===== src/rtl/inv_sub_bytes_seq.sv =====
// inv_sub_bytes_seq: streams a 128-bit AES state byte-by-byte through one shared InvSubBytes S-box.
// Defining INV_SUB_BYTES_SEQ_ABORT_EN adds an abort input that returns a busy block to IDLE.
module inv_sub_bytes_seq #(
    parameter int SBOX_LAT = 1
) (
    input  logic         clk,
    input  logic         rst,
    input  logic         in_valid,
    output logic         in_ready,
    input  logic [127:0] in_state,
    output logic         out_valid,
    input  logic         out_ready,
    output logic [127:0] out_state,
    output logic [7:0]   sbox_in,
    input  logic [7:0]   sbox_out,
`ifdef INV_SUB_BYTES_SEQ_ABORT_EN
    input  logic         abort,
`endif
    output logic         busy
);
    typedef enum logic [1:0] {IDLE, ISSUE, DRAIN, DONE} state_t;
    state_t state, state_nxt;
    logic [127:0] data;
    logic [3:0] iss_cnt, cap_cnt, iss_nxt;
    logic [SBOX_LAT-1:0] pipe;
    logic kill, accept, capture, last_cap;
`ifdef INV_SUB_BYTES_SEQ_ABORT_EN
    assign kill = abort && state != IDLE;
`else
    assign kill = 1'b0;
`endif
    assign accept    = in_valid && state == IDLE;
    assign capture   = pipe[SBOX_LAT-1];
    assign last_cap  = capture && cap_cnt == 4'd15;
    assign iss_nxt   = iss_cnt + 4'd1;
    assign in_ready  = state == IDLE;
    assign out_valid = state == DONE;
    assign busy      = state != IDLE;
    always_ff @(posedge clk or posedge rst)
        if (rst) state <= IDLE;
        else state <= state_nxt;
    always_comb begin
        state_nxt = state;
        if (kill) state_nxt = IDLE;
        else
            case (state)
                IDLE:    if (in_valid) state_nxt = ISSUE;
                ISSUE:   if (iss_cnt == 4'd15) state_nxt = DRAIN;
                DRAIN:   if (last_cap) state_nxt = DONE;
                DONE:    if (out_ready) state_nxt = IDLE;
                default: state_nxt = IDLE;
            endcase
    end
    // byte k lives at bit offset 8*(15-k), i.e. {~k, 3'b000}
    always_ff @(posedge clk or posedge rst) begin
        if (rst) begin
            data      <= '0;
            iss_cnt   <= '0;
            cap_cnt   <= '0;
            pipe      <= '0;
            sbox_in   <= '0;
            out_state <= '0;
        end else if (kill) begin
            iss_cnt <= '0;
            cap_cnt <= '0;
            pipe    <= '0;
        end else begin
            pipe <= SBOX_LAT'({pipe, state == ISSUE});
            if (accept) begin
                data    <= in_state;
                iss_cnt <= '0;
                cap_cnt <= '0;
                sbox_in <= in_state[127:120];
            end
            if (state == ISSUE) begin
                iss_cnt <= iss_nxt;
                if (iss_cnt != 4'd15) sbox_in <= data[{~iss_nxt, 3'b000} +: 8];
            end
            if (capture) begin
                out_state[{~cap_cnt, 3'b000} +: 8] <= sbox_out;
                cap_cnt <= cap_cnt + 4'd1;
            end
        end
    end
endmodule


===== config.mk =====
export PLATFORM = sky130hd
export DESIGN_NAME = inv_sub_bytes_seq
export DESIGN_NICKNAME = d
export VERILOG_FILES = /design/src/rtl/inv_sub_bytes_seq.sv
export SDC_FILE = /design/constraint.sdc
export NUM_CORES = 1
export LEC_CHECK = 0
export CORE_MARGIN = 4
export CORE_UTILIZATION = 34
export DETAILED_ROUTE_END_ITERATION = 16
export SYNTH_ARGS = -nofsm -noshare
export SYNTH_HDL_FRONTEND = slang
export SYNTH_SLANG_ARGS = --single-unit

===== constraint.sdc =====
create_clock -name clk -period 16.17 [get_ports clk]
set_input_delay 1.617 -clock clk [delete_from_list [all_inputs] [get_ports clk]]
set_output_delay 1.617 -clock clk [all_outputs]
set_load 0.005 [all_outputs]

==> results of run 1 <==
-- power by group --
group          internal (mW)  switching, mW  total [mW]
combinational         0.0328         0.0271      0.0599
sequential             0.689       0.000590       0.690
clock                  0.441          0.279       0.719
-- cell usage after synthesis, types with 9 or more instances --
cell and count:
nand2_1 430, dfrtp_1 275, mux2_2 128, clkbuf_1 45, nor3b_1 34, mux2i_1 33
o21ai_0 22, and3_1 21, and2_1 19, nor2_1 19, inv_1 18, mux4_2 16
nand3b_1 16, nor3_1 16, buf_2 13, a21oi_1 10, ha_1 9, nand3_1 9
-- cell families after synthesis --
family / Yosys count / synth area share (%)
flops: 275 / 54.54
fa+ha+maj: 9 / 0.8924
compound gates: 54 / 2.658
buf+inv: 85 / 2.885
simple gates: 589 / 21.31
xor+xnor: 5 / 0.6446
mux: 179 / 17.07
-- registers in the layout, indices dropped and copies added, names as in the netlist --
name	flops
data	128
out_state	128
sbox_in	8
cap_cnt	4
iss_cnt	4
state	2
capture	1
-- area by class of cell --
cell class | count | area, µm²
Tap cell | 468 | 585.6
Clock inverter | 7 | 135.1
Clock buffer | 47 | 895.9
Inverter | 18 | 75.07
Multi-Input combinational cell | 836 | 5393
Sequential cell | 275 | 6885
Fill cell | 3470 | 19800
Timing Repair Buffer | 286 | 2843
-- routing by layer --
metal  part of all wire, %  routed length [µm]
met5                     0                   0
met4                   1.6                 602
met3                   4.7                1713
met2                    48               17490
met1                    46               16720
-- how the worst max path moves through the flow --
stage               start  depth (start not counted)  slack, ns                endpoint
CTS                   rst                          4      11.78  iss_cnt[0]$_DFFE_PP0P_
global route          rst                          4      11.41  iss_cnt[0]$_DFFE_PP0P_
floorplan             rst                          1       6.97  cap_cnt[0]$_DFFE_PP0P_
detailed placement    rst                          4      11.20  iss_cnt[0]$_DFFE_PP0P_
finish                rst                          4      11.93  iss_cnt[0]$_DFFE_PP0P_
global placement      rst                          4      11.20  iss_cnt[0]$_DFFE_PP0P_
-- critical path: cells and delay by family --
family | cells | cell delay [ns]
buf+inv | 4 | 2.77
-- layout by cell type (no fill, tap or decap), types with 16 or more instances in the layout --
master	n
nor2_1	19
nor3_1	16
inv_1	17
clkdlybuf4s50_1	278
and3_1	21
and2_1	18
clkbuf_16	31
o21ai_0	22
nand3b_1	16
nand2_1	429
mux2i_1	33
mux4_2	16
mux2_2	128
nor3b_1	34
dfrtp_1	274
-- through the flow --
step	cells	setup slack [ns]	power, mW
2_1_floorplan	1196	6.973	0.7148
3_3_place_gp	1883	11.20	0.7640
3_5_place_dp	1883	11.20	0.7638
4_1_cts	1937	11.78	1.493
5_1_grt	1937	11.41	1.522
6_report	1937	11.93	1.469
==> flow_summary.toml, run 1 <==
[logic_synthesis]
ys.flop_type = "dfrtp_1"
synth-seq-cells = 275
synth_area_per_cell_um2 = 10.55
syn_nets = 1345
synth_area_leader_cell = "dfrtp_1"
synth_edf_count = 0
netlist_area_um2 = 12620
synthCells = 1196
ys_types = 51
yosysSeqAreaShare_pct = 54.54
synth_area_leaders = "dfrtp_1 55%, nand2_1 13%, mux2_2 11%"
netlist.area_leader.share_pct = 54.54
async_reset_ff_share_pct = 100.0
yosys_warnings = 0

[sta]
setup_viol = 0
max-slew-margin-rel_pct = 14.13
finalClockSkew_ns = 0.008107
tns_ns = 0
layout_min_cycle_time_ns = 4.236
holdWs_ns = 0.4683
rsz0062_at_grt = "false"
slew_viol_final = 0
hold_viol_final = 0
fmax_ghz = 0.2361
fin_crit_sh_pct = 26.19
tightest_slew_ns = 1.279

[floorplan]
rows = 70
initial_core_util_pct = 34.47
die_x_um = 200.6
die_area_um2 = 40260
fp.dieH_um = 200.6
ios = 279
core_um2 = 36610

[flow_run]
drv_cap = 0

[grt]
grt_busiest_layer = "met2"
grt_usage_pct = 17.56
grt_use_met2_pct = 28.93
antenna_found_initial = 1
overflow = 0
grt_pass1_wl_mm = 57.26
met1_usage_pct = 24.87
grt_max_degree = 128
grt_use_met3_pct = 2.746
grt_pass1_vias = 9814

[clock_tree]
cts-resized-gates = 0
ctsHoldBuffers = 0
cts_sinks = 275
clock_path_buffers = 3
path_clk_slew_ns = 0.06
htree_levels = 1
post-cts-setup-buffer-count = 0
cts_tree = "yes"
cts_buffers = 31
cts-root-buf = "clkbuf_16"
insertion_delay_ns = 0.56

[layout]
num_antenna_cells = 0
drive_gt1_share_pct = 14.98
area_growth_pct = 33.24
fin_util_pct = 45.92
final_area_um2 = 16810
nets = 1597

[worst_setup_path]
critPathMaxStageDelay_ns = 0.86
crit_arrival_ns = 4.66
critical_path_class = "in -> async"
reg2reg_depth = 6
r2r_end = "sbox_in[2]$_DFF_PP0_"
timing.rr.start = "iss_cnt[0]$_DFFE_PP0P_"
crit_chain = "clkdlybuf4s50_1, inv_8, buf_4, buf_4"
path_common_cell = "buf_4"
reg2reg_setup_slack_ns = 12.96
cp-start-kind = "primary input"
crit_path_max_fanout = 127
crit_slowest_cell = "buf_4"
end_kind = "asynchronous set/reset pin"
required_ns = 16.59

[hold_path]
hold_end = "data[28]$_DFFE_PP0N_"
holdPathStages = 2
min_from = "data[28]$_DFFE_PP0N_"
hold_class = "reg -> reg"

[detailed_routing]
drc = 0
ant_nets = 0
viasPerCell = 4.886
drt_wl_total_mm = 36.53
drt_iter0_drc = 547
wl_per_cell_um = 18.86
dr_total_vias = 9464
dr.pass1.iters = 5

[placement]
place_area_um2 = 15780
io_buffers = 278
hpwl_mm = 25.11
gp_congestion = 0.7843

[status]
status = "finished clean"

[pwr]
vdd_drop_max_uv = 69.95
power.leakage_nw = 8.231
p_per_area_nw_per_um2 = 87.39
Power figures use the tool's default switching activity.
==> run 2: changes to the inputs <==
Clock period 16.17 ns to 3.7 ns, I/O delays scaled along.
==> flow_summary.toml, run 2 (synthesis gave the netlist of run 1 again) <==
[clock_tree]
htree_levels = 1
clock_path_buffers = 3
path_clk_slew_ns = 0.06
cts-root-buf = "clkbuf_16"
cts_buffers = 31
cts-resized-gates = 0
ctsHoldBuffers = 0
post-cts-setup-buffer-count = 0
cts_tree = "yes"
insertion_delay_ns = 0.55
cts_sinks = 275

[detailed_routing]
drc = 0
dr_total_vias = 9522
ant_nets = 0
drt_wl_total_mm = 37.42
drt_iter0_drc = 489
viasPerCell = 4.863
wl_per_cell_um = 19.11
dr.pass1.iters = 5

[floorplan]
ios = 279
die_x_um = 200.6
initial_core_util_pct = 34.47
core_um2 = 36610
fp.dieH_um = 200.6
rows = 70
die_area_um2 = 40260

[worst_setup_path]
required_ns = 4.12
cp-start-kind = "register"
crit_path_max_fanout = 65
critical_path_class = "reg -> reg"
end_kind = "register"
timing.rr.start = "iss_cnt[0]$_DFFE_PP0P_"
reg2reg_depth = 6
r2r_end = "sbox_in[6]$_DFF_PP0_"
crit_arrival_ns = 3.00
reg2reg_setup_slack_ns = 1.12

[sta]
hold_viol_final = 0
fin_crit_sh_pct = 69.79
fmax_ghz = 0.3872
rsz0062_at_grt = "false"
max-slew-margin-rel_pct = 36.74
setup_viol = 0
slew_viol_final = 0
tightest_slew_ns = 0.9489
finalClockSkew_ns = 0.007320
layout_min_cycle_time_ns = 2.582

[status]
status = "finished clean"

[layout]
reg_top3 = "data x128, out_state x128, sbox_in x8"
final_common_cell = "nand2_1"
multi_input_area_um2 = 5393
fin_util_pct = 46.39
area_growth_pct = 34.61
fill_cells = 3439
drive_gt1_share_pct = 16.25
nets = 1614
mostFrequentLayoutCells = "429 x nand2_1, 278 x clkdlybuf4s50_1, 274 x dfrtp_1, 128 x mux2_2, 34 x nor3b_1"
ff_latch_area_um2 = 6885

[hold_path]
hold_class = "in -> reg"
hold_end = "data[25]$_DFFE_PP0N_"
holdPathStages = 3
min_from = "in_state[25]"

[placement]
io_buffers = 278
gp_congestion = 0.7832
hpwl_mm = 27.13

[grt]
grt_usage_pct = 18.24
grt_pass1_vias = 9984
grt_max_degree = 86
antenna_found_initial = 1
overflow = 0
grt_pass1_wl_mm = 59.61

[pwr]
p_per_area_nw_per_um2 = 369.4
vdd_drop_max_uv = 318.4
power_mw = 6.274
power.leakage_nw = 8.332

[flow_run]
drv_cap = 0
run 2: stage by stage:
| step | hold WS, ns | TNS (ns) | cell area (µm²) | setup WS [ns] | cells |
|---|---|---|---|---|---|
| finish | 0.3421 | 0 | 16990 | 1.118 | 1958 |
| global route | 0.3336 | 0 | 16980 | 0.9696 | 1957 |
| CTS | 0.3106 | 0 | 16980 | 1.116 | 1957 |
| detailed placement | 0.4588 | 0 | 15990 | 1.142 | 1900 |
| global placement | 0.4534 | 0 | 15990 | 1.167 | 1900 |
| floorplan | 0.4368 | -84.53 | 12620 | -0.3074 | 1196 |
run 2: worst max-delay path by stage:
| stage | startpoint | endpoint | depth (start not counted) |
|---|---|---|---|
| 2_1_floorplan | rst | cap_cnt[0]$_DFFE_PP0P_ | 1 |
| 3_3_place_gp | iss_cnt[0]$_DFFE_PP0P_ | sbox_in[6]$_DFF_PP0_ | 6 |
| 3_5_place_dp | iss_cnt[0]$_DFFE_PP0P_ | sbox_in[6]$_DFF_PP0_ | 6 |
| 4_1_cts | iss_cnt[0]$_DFFE_PP0P_ | sbox_in[6]$_DFF_PP0_ | 6 |
| 5_1_grt | cap_cnt[1]$_DFFE_PP0P_ | out_state[6]$_DFFE_PP0P_ | 6 |
| 6_report | iss_cnt[0]$_DFFE_PP0P_ | sbox_in[6]$_DFF_PP0_ | 6 |
run 2: report_power, final:
group          leakage [nW]  switching [mW]  internal [mW]
clock network         0.495            1.24           1.75
registers              3.67         0.00246           3.01
logic                  4.16           0.120          0.156
total                  8.33            1.36           4.91
run 2: per-layer routing:
layer	vias to the layer above	GRT usage, %	share of wire, %
li1	4527	-	-
met1	4728	26.82	47
met2	221	29.02	46
met3	46	2.714	4.7
met4	0	3.540	1.8
met5	-	0	0
run 2: area by class of cell:
type	count	area share, %
Timing Repair Buffer	303	18.00
Multi-Input combinational cell	836	31.75
Clock inverter	11	0.5157
Antenna cell	1	0.01473
Sequential cell	275	40.54
Tap cell	468	3.448
Inverter	18	0.4199
Clock buffer	46	5.311
run 2: critical path: stages (launching register included):
cell	delay, ns
dfrtp_4	0.47
ha_2	0.61
buf_4	0.58
nand3b_1	0.14
mux2_2	0.32
nand4_1	0.18
a21oi_1	0.10
